## config.mk

```make
export PLATFORM = sky130hd
export DESIGN_NAME = bus_select_arbiter
export DESIGN_NICKNAME = d
export VERILOG_FILES = /design/src/rtl/bus_select_arbiter.sv
export SDC_FILE = /design/constraint.sdc
export NUM_CORES = 1
export LEC_CHECK = 0
export ABC_CLOCK_PERIOD_IN_PS = 3140
export CAP_MARGIN = 10
export CORE_UTILIZATION = 53
export CTS_CLUSTER_SIZE = 10
export DETAILED_ROUTE_END_ITERATION = 8
export GPL_ROUTABILITY_DRIVEN = 0
export PLACE_DENSITY = 0.82
export SLEW_MARGIN = 20
export SYNTH_ARGS = -nofsm -noshare
export SYNTH_HDL_FRONTEND = slang
export SYNTH_SLANG_ARGS = --single-unit
```

## constraint.sdc

```tcl
create_clock -name clk -period 3.14 [get_ports clk]
set_clock_uncertainty 0.15 [all_clocks]
set_input_delay 0.314 -clock clk [delete_from_list [all_inputs] [get_ports clk]]
set_output_delay 0.314 -clock clk [all_outputs]
set_load 0.05 [all_outputs]
```

## src/rtl/bus_select_arbiter.sv

```systemverilog
// Bus ownership arbiter feeding the 32:1 datapath mux: registered select/grant,
// optional hold-time preemption, saturating conflict counter. BUS_ARB_ROUND_ROBIN_EN selects round-robin.
module bus_select_arbiter #(
    parameter logic [4:0] IDLE_SEL = 5'd0,
    parameter int         MAX_HOLD = 0,
    parameter int         CNT_W    = 8
) (
    input  logic             clk,
    input  logic             rst_n,
    input  logic [31:0]      req,
    output logic [4:0]       select,
    output logic [31:0]      grant,
    output logic             bus_valid,
    output logic [CNT_W-1:0] conflict_cnt
);

    typedef enum logic {IDLE, OWNED} state_t;

    localparam logic [7:0] HOLD_LIM = MAX_HOLD[7:0];

    state_t           state_reg, state_next;
    logic [4:0]       owner_reg, owner_next;
    logic [7:0]       hold_cnt_reg, hold_cnt_next;
    logic [4:0]       select_reg, select_next;
    logic [31:0]      grant_reg, grant_next;
    logic             bus_valid_reg, bus_valid_next;
    logic [CNT_W-1:0] conflict_cnt_reg;

    logic [31:0] cand_req;
    logic        any_cand;
    logic [4:0]  winner;
    logic        preempt;
    logic        do_grant;
    logic        multi_req;

    function automatic logic [4:0] lowest_set(input logic [31:0] v);
        logic [4:0] r;
        r = '0;
        for (int i = 31; i >= 0; i--) begin
            if (v[i]) r = 5'(i);
        end
        return r;
    endfunction

    // The current owner never competes when choosing its successor.
    assign cand_req = (state_reg == OWNED) ? (req & ~(32'd1 << owner_reg)) : req;
    assign any_cand = |cand_req;

`ifdef BUS_ARB_ROUND_ROBIN_EN
    logic [4:0]  ptr_reg, ptr_next;
    logic [31:0] rot_req;

    // Rotate so that bit 0 of rot_req corresponds to index ptr_reg.
    for (genvar gi = 0; gi < 32; gi++) begin : g_rot
        assign rot_req[gi] = cand_req[5'(ptr_reg + 5'(gi))];
    end

    assign winner = ptr_reg + lowest_set(rot_req);
`else
    assign winner = lowest_set(cand_req);
`endif

    assign preempt = (MAX_HOLD != 0) && (hold_cnt_reg >= HOLD_LIM) && any_cand;

    always_comb begin
        state_next     = state_reg;
        owner_next     = owner_reg;
        hold_cnt_next  = hold_cnt_reg;
        select_next    = select_reg;
        grant_next     = grant_reg;
        bus_valid_next = bus_valid_reg;
        do_grant       = 1'b0;
`ifdef BUS_ARB_ROUND_ROBIN_EN
        ptr_next       = ptr_reg;
`endif
        case (state_reg)
            IDLE: begin
                if (|req) do_grant = 1'b1;
            end
            OWNED: begin
                if (!req[owner_reg]) begin
                    if (any_cand) begin
                        do_grant = 1'b1;
                    end else begin
                        state_next     = IDLE;
                        select_next    = IDLE_SEL;
                        grant_next     = '0;
                        bus_valid_next = 1'b0;
                    end
                end else if (preempt) begin
                    do_grant = 1'b1;
                end else if (hold_cnt_reg != 8'hFF) begin
                    hold_cnt_next = hold_cnt_reg + 8'd1;
                end
            end
            default: state_next = IDLE;
        endcase

        if (do_grant) begin
            state_next     = OWNED;
            owner_next     = winner;
            select_next    = winner;
            grant_next     = 32'd1 << winner;
            bus_valid_next = 1'b1;
            hold_cnt_next  = 8'd1;
`ifdef BUS_ARB_ROUND_ROBIN_EN
            ptr_next       = winner + 5'd1;
`endif
        end
    end

    always_ff @(posedge clk or negedge rst_n) begin
        if (!rst_n) begin
            state_reg     <= IDLE;
            owner_reg     <= '0;
            hold_cnt_reg  <= '0;
            select_reg    <= IDLE_SEL;
            grant_reg     <= '0;
            bus_valid_reg <= 1'b0;
        end else begin
            state_reg     <= state_next;
            owner_reg     <= owner_next;
            hold_cnt_reg  <= hold_cnt_next;
            select_reg    <= select_next;
            grant_reg     <= grant_next;
            bus_valid_reg <= bus_valid_next;
        end
    end

`ifdef BUS_ARB_ROUND_ROBIN_EN
    always_ff @(posedge clk or negedge rst_n) begin
        if (!rst_n) ptr_reg <= '0;
        else        ptr_reg <= ptr_next;
    end
`endif

    // Two or more bits set exactly when clearing the lowest set bit leaves something.
    assign multi_req = (req & (req - 32'd1)) != 32'd0;

    always_ff @(posedge clk or negedge rst_n) begin
        if (!rst_n) begin
            conflict_cnt_reg <= '0;
        end else if (multi_req && (conflict_cnt_reg != {CNT_W{1'b1}})) begin
            conflict_cnt_reg <= conflict_cnt_reg + {{(CNT_W-1){1'b0}}, 1'b1};
        end
    end

    assign select       = select_reg;
    assign grant        = grant_reg;
    assign bus_valid    = bus_valid_reg;
    assign conflict_cnt = conflict_cnt_reg;

endmodule

```

==> metrics.csv, run 1 <==
metric,value,unit
result of the run,finished with violations,
violated checks,setup timing,
Max Transition Viols Final,0,
arrival time worst endpoint,3.26,ns
cell area after technology mapping,0.00402,mm^2
number of endpoints failing setup at the final stage,1,
critical path endpoint category,register,
DR WL/cell,19.3,um
die area,0.00794,mm^2
via count normalized by instance count,6.53,
number of buffer cells added on primary ports,79,
Seq cells post-synth,52,
Post-Place Cell Area,0.00553,mm^2
share of post-route cells with drive strength above 1,0.273,
worst hold path type,reg2reg,
maximum fanout along the worst path,6,
overall routing resource usage,0.353,
routed vias,4731,
remaining design rule violation count,0,
CTS buffer count,5,
count of fill cells added during filler insertion,491,
setup repair after global routing missed its margin,yes,
first-iteration detailed-routing DRC count,479,
least setup slack across all paths after layout,-0.0400,ns
Gate Count Post-Synth,470,
Synth warnings,0,
die width,89.1,um
area overhead of the layout relative to synthesis,45.1,%
layout net count,660,
effective utilization at floorplan,0.551,
clk_lat worst skew,0.30,ns
clock tree from TritonCTS,done,
total power divided by cell area,564,mW/mm^2
Fmax achieved,314,MHz
library cell contributing the largest single delay on the critical path,sky130_fd_sc_hd__or4b_1,
Critical path buffers and inverters,3,
number of ports placed on the die boundary,80,
worst max-slew margin expressed relative to the limit,0.567,
cell taking the most area after synthesis,sky130_fd_sc_hd__dfrtp_1,
share of Yosys cell area claimed by the top area cell type,0.324,
sequential-to-total area share from yosys stat,0.324,
wire length of the first global-routing pass,21500,um
CP max stage delay,0.53,ns
Final Hold Fails,0,
total negative slack,-0.0400,ns
startpoint types,register,
core region area,0.00729,mm^2
Clock H-tree levels,2,
clock tree root driver cell,sky130_fd_sc_hd__clkbuf_8,
required time of the critical path,3.22,ns
Die Ht,89.1,um
detailed-routing iteration count for the pre-antenna-repair pass,5,
maximum ir drop on the vdd rail,0.000416,V
share of flip-flops with an asynchronous set or reset,1.00,
Slew @ Worst Pin,0.649,ns
total inserted antenna cells,0,
shortest period the worst path allows,3.18,ns
Final Cell Area,0.00583,mm^2
most instantiated cells after synthesis,"56 x sky130_fd_sc_hd__nand2_1, 52 x sky130_fd_sc_hd__dfrtp_1, 38 x sky130_fd_sc_hd__o21ai_0",
Static Leakage,2.37,nW
average cell area after synthesis,8.56,um^2
worst-path cell chain,buf_4 -> or3b_1 -> or4b_1 -> a21oi_2 -> a31oi_1 -> a21oi_2 -> buf_4 -> nand2_1 -> buf_4 -> nor2_4 -> a22o_1,
overall overflow remaining after global route,0,
Final Cycle Share,1.01,
Syn Nets,505,
Largest register FFs,32,
remaining antenna violation count,0,
biggest area contributors in the synthesized netlist,"sky130_fd_sc_hd__dfrtp_1 32%, sky130_fd_sc_hd__nand2_1 5.2%, sky130_fd_sc_hd__o21ai_0 4.7%, sky130_fd_sc_hd__mux2i_1 3.7%, sky130_fd_sc_hd__mux2_2 3.1%",
via count of the first global-routing pass,4315,
final wirelength,14000,um
synth unique cells,75,
number of synthesized flops with an enable pin,0,
clk sink count,52,
max cap viols,0,
most numerous cell in the Yosys netlist,sky130_fd_sc_hd__nand2_1,
Crit Path Class,reg2reg,
number of antenna violations at the first check in global routing,0,
most used flip-flop cell after synthesis,sky130_fd_sc_hd__dfrtp_1,
Clock Path Buffers,2,
HPWL after detailed placement,10400,um
row count,31,
pin count of the biggest net entering global routing,53,
"CTS clk-pin slew, worst paths",0.09,ns
dominant delay contributor by cell family on the critical path,simple AND/OR/NAND/NOR gates,
most numerous cell on the critical path,sky130_fd_sc_hd__buf_4,
## kinds of logic (layout without fill, tap and decap cells)
logic type      count (synthesis)  after routing  synth area share
simple gates                  191            191             0.254
xor+xnor                        7              7            0.0152
mux                            29             29            0.0849
compound gates                152            152             0.271
fa+ha+maj                       5              5            0.0131
flops                          52             52             0.324
buf+inv                        34            190            0.0383
## final cells by class
| cell class | instances | area [um^2] | share of cell area |
|---|---|---|---|
| Clock buffer | 5 | 68.8 | 0.0118 |
| Clock inverter | 3 | 46.3 | 0.00793 |
| Inverter | 5 | 18.8 | 0.00322 |
| Multi-Input combinational cell | 384 | 2720 | 0.466 |
| Sequential cell | 52 | 1300 | 0.223 |
| Tap cell | 99 | 124 | 0.0212 |
| Timing Repair Buffer | 177 | 1560 | 0.267 |
## cell usage in the layout, fill, tap and decap left out, types with 4 or more instances in the layout
cell,count
sky130_fd_sc_hd__nor2_1,30
sky130_fd_sc_hd__and3b_1,4
sky130_fd_sc_hd__dfrtp_1,50
sky130_fd_sc_hd__a21oi_2,4
sky130_fd_sc_hd__nand3_1,14
sky130_fd_sc_hd__nor4_1,8
sky130_fd_sc_hd__nand2_1,55
sky130_fd_sc_hd__nor2b_1,9
sky130_fd_sc_hd__maj3_1,4
sky130_fd_sc_hd__a211oi_1,5
sky130_fd_sc_hd__buf_4,93
sky130_fd_sc_hd__clkbuf_8,5
sky130_fd_sc_hd__a22o_1,8
sky130_fd_sc_hd__o21ai_0,35
sky130_fd_sc_hd__nand2b_1,9
sky130_fd_sc_hd__nor4_2,4
sky130_fd_sc_hd__or2_2,7
sky130_fd_sc_hd__and3_1,8
sky130_fd_sc_hd__a21oi_1,9
sky130_fd_sc_hd__inv_1,5
sky130_fd_sc_hd__a31oi_1,11
sky130_fd_sc_hd__o211ai_1,6
sky130_fd_sc_hd__clkdlybuf4s50_1,78
sky130_fd_sc_hd__mux2_2,11
sky130_fd_sc_hd__xnor2_1,7
sky130_fd_sc_hd__o21ai_2,5
sky130_fd_sc_hd__nor3_1,5
sky130_fd_sc_hd__mux2i_1,14
sky130_fd_sc_hd__o31ai_1,5
sky130_fd_sc_hd__a21o_1,5
sky130_fd_sc_hd__nand4_1,6
sky130_fd_sc_hd__o31a_1,4
sky130_fd_sc_hd__o21a_1,6
## tightest hold or removal path: cells and delay by family, from the launching register on
kind	cells	cell delay, ns
compound gates	1	0.06
flops	1	0.35
simple gates	1	0.05
## power breakdown
group          leakage, nW  internal, mW  total, mW  switching (mW)
Clock               0.0548         0.240      0.470           0.230
Sequential           0.691         0.746      0.803          0.0571
Combinational         1.62         0.832       2.02            1.19
Total                 2.37          1.82       3.29            1.47
## what timing repair did
item | in CTS | in global routing
hold endpoints to repair | 0 | 52
hold buffers | 0 | 1
gates resized for setup | 3 | 38
cloned | 0 | 1
endpoints found under the setup margin | 9 | 39
pin swaps | 1 | 14
setup buffers | 0 | 1
## through the flow
step	total power, mW	std cells	hold WS, ns	setup slack, ns	util
floorplan	1.91	470	-0.132	0.246	-
global placement	2.63	714	0.311	-0.137	0.759
detailed placement	2.67	714	0.321	-0.249	0.759
CTS	3.16	722	0.0924	0.00382	0.776
global route	3.45	725	0.361	-0.0704	0.800
finish	3.29	725	0.341	-0.0400	0.800
## worst paths after layout
path                              startpoint            to  slack (ns)  cells past startpoint
worst min-delay path                grant[9]      grant[9]        0.34                      2
worst max register to register  owner_reg[2]     grant[27]       -0.04                     11
worst min register to register      grant[9]      grant[9]        0.34                      2
worst max-delay path            owner_reg[2]     grant[27]       -0.04                     11
min in group asynchronous              rst_n     grant[20]        0.42                      2
max in group asynchronous              rst_n  owner_reg[2]        1.94                      2
## metal layers
metal	share of wire	track usage
met1	0.40	0.466
met4	0.034	0.128
met3	0.096	0.0822
met2	0.47	0.567
met5	0	0
(Power assumes the default switching activity.)
==> run 2, diff against run 1 <==
- MAX_ROUTING_LAYER: default -> met4
==> metrics.csv, run 2 (synthesis results as in run 1) <==
metric,value,unit,change
clk_lat worst skew,0.30,ns,about the same
worst max-slew margin expressed relative to the limit,0.567,,about the same
FF/Latch Area,0.00130,mm^2,unchanged
least setup slack across all paths after layout,-0.0758,ns,-0.0359 ns
Final Cycle Share,1.02,,+0.0114
worst hold path type,reg2reg,,
count of fill cells added during filler insertion,479,,-2.4%
final non-filler cell total,727,,+0.28%
worst-path cell chain,buf_4 -> or3b_1 -> or4b_1 -> a21oi_2 -> o311ai_1 -> a21oi_2 -> buf_4 -> nand2_1 -> buf_4 -> nor2_4 -> a22o_1,,
final wirelength,14200,um,+1.6%
most numerous cell on the critical path,sky130_fd_sc_hd__buf_4,,
pin count of the biggest net entering global routing,53,,unchanged
via count normalized by instance count,6.60,,+1.1%
share of post-route cells with drive strength above 1,0.279,,+0.00550
routed vias,4797,,+1.4%
most frequent standard cell in the layout excluding fill and tap cells,sky130_fd_sc_hd__buf_4,,
"CTS clk-pin slew, worst paths",0.10,ns,about the same
HPWL after detailed placement,10400,um,unchanged
first-iteration detailed-routing DRC count,505,,+5.4%
shortest period the worst path allows,3.22,ns,+0.0359 ns
maximum fanout along the worst path,6,,unchanged
"commonest non-fill, non-tap cells in the layout","95 x sky130_fd_sc_hd__buf_4, 78 x sky130_fd_sc_hd__clkdlybuf4s50_1, 55 x sky130_fd_sc_hd__nand2_1",,
number of antenna violations at the first check in global routing,0,,unchanged
arrival time worst endpoint,3.30,ns,+0.04 ns
Die Ht,89.1,um,unchanged
number of endpoints failing setup at the final stage,7,,+6
area overhead of the layout relative to synthesis,45.8,%,
wire length of the first global-routing pass,21600,um,+0.29%
area taken by multi-input logic gates,0.00273,mm^2,+0.41%
clock tree from TritonCTS,done,,
Crit Path Class,reg2reg,,
result of the run,finished with violations,,
required time of the critical path,3.22,ns,about the same
die width,89.1,um,unchanged
Clock Path Buffers,2,,unchanged
clk sink count,52,,unchanged
detailed-routing iteration count for the pre-antenna-repair pass,6,,+1
DP Cell Count,714,,unchanged
worst r2r src,owner_reg[2],,
via count of the first global-routing pass,4306,,-0.21%
setup repair after global routing missed its margin,yes,,
Post-Place Setup Slack,-0.249,ns,unchanged
number of ports placed on the die boundary,80,,unchanged
cell depth of the worst min-delay path,2,,unchanged
maximum ir drop on the vdd rail,0.000413,V,-0.74%
CTS buffer count,5,,unchanged
startpoint types,register,,
remaining design rule violation count,0,,unchanged
overall routing resource usage,0.365,,+0.0125
Final Hold Fails,0,,unchanged
critical path endpoint category,register,,
Register-to-Register Path Depth,11,,unchanged
remaining antenna violation count,0,,unchanged
layout net count,662,,+0.30%
library cell contributing the largest single delay on the critical path,sky130_fd_sc_hd__or4b_1,,
clock tree root driver cell,sky130_fd_sc_hd__clkbuf_8,,
violated checks,setup timing,,
Static Leakage,2.38,nW,+0.29%
core region area,0.00729,mm^2,unchanged
total inserted antenna cells,0,,unchanged
Slew @ Worst Pin,0.649,ns,-0.0000782 ns
Clock H-tree levels,2,,unchanged
CP max stage delay,0.53,ns,about the same
overall overflow remaining after global route,0,,unchanged
total power divided by cell area,565,mW/mm^2,+0.19%
DR WL/cell,19.5,um,+1.3%
flop-to-flop setup slack,-0.08,ns,-0.04 ns
Max Transition Viols Final,0,,unchanged
die area,0.00794,mm^2,unchanged
effective utilization at floorplan,0.551,,unchanged
Worst Hold Path EP,grant[9],,
total negative slack,-0.190,ns,-0.150 ns
row count,31,,unchanged
Largest register FFs,32,,unchanged
worst reg2reg endpoint,grant[27],,
startpoint of the tightest hold check path,grant[9],,
Fmax achieved,311,MHz,-1.1%
number of buffer cells added on primary ports,79,,unchanged
max cap viols,0,,unchanged
## run 2: worst max-delay path by stage
stage | slack (ns) | from | end
after CTS | 0.004 | owner_reg[1] | grant[26]
final | -0.08 | owner_reg[2] | grant[27]
after floorplan | 0.25 | owner_reg[1] | grant[22]
after detailed placement | -0.25 | req[3] | conflict_cnt[1]
after global routing | -0.10 | owner_reg[3] | grant[27]
after global placement | -0.14 | req[3] | conflict_cnt[1]
## run 2: worst max-delay path: cells and delay by family (launching register included)
family                 cells  cell delay, ns
AOI/OAI and AO/OA          4            0.89
buffers and inverters      3            0.51
DFF                        1            0.45
and+or+nand+nor            4            1.14
## run 2: final cells by class
class / count / area share
Multi-Input combinational cell: 384 / 0.465
Tap cell: 99 / 0.0211
Inverter: 5 / 0.00320
Sequential cell: 52 / 0.222
Clock inverter: 3 / 0.00790
Timing Repair Buffer: 179 / 0.268
Clock buffer: 5 / 0.0117
## run 2: timing repair
action / in CTS / in global routing
pin swaps: 1 / 16
hold buffers: 0 / 1
endpoints found under the setup margin: 9 / 40
endpoints found under the hold margin: 0 / 52
gates resized for setup: 3 / 41
cloned: 0 / 1
buffers inserted: 0 / 3
## run 2: power breakdown
part	total (mW)	leakage (nW)	switching (mW)	internal, mW
clock network	0.470	0.0548	0.229	0.240
logic	2.04	1.63	1.20	0.847
registers	0.802	0.691	0.0565	0.746
## run 2: through the flow
step	power (mW)	cell area [um^2]	hold slack, ns	utilization
after global routing	3.47	5860	0.361	0.804
final	3.31	5860	0.342	0.804
after global placement	2.63	5530	0.311	0.759
after floorplan	1.91	4020	-0.132	-
after detailed placement	2.67	5530	0.321	0.759
after CTS	3.16	5660	0.0924	0.776
## run 2: routing by layer
metal | routed length [um] | share of wire | global-route usage | vias to the layer above
li1 | - | - | - | 2115
met1 | 5440 | 0.38 | 0.471 | 2260
met2 | 6710 | 0.47 | 0.566 | 345
met3 | 1470 | 0.10 | 0.0831 | 77
met4 | 575 | 0.040 | 0.127 | 0
met5 | 0 | 0 | - | -
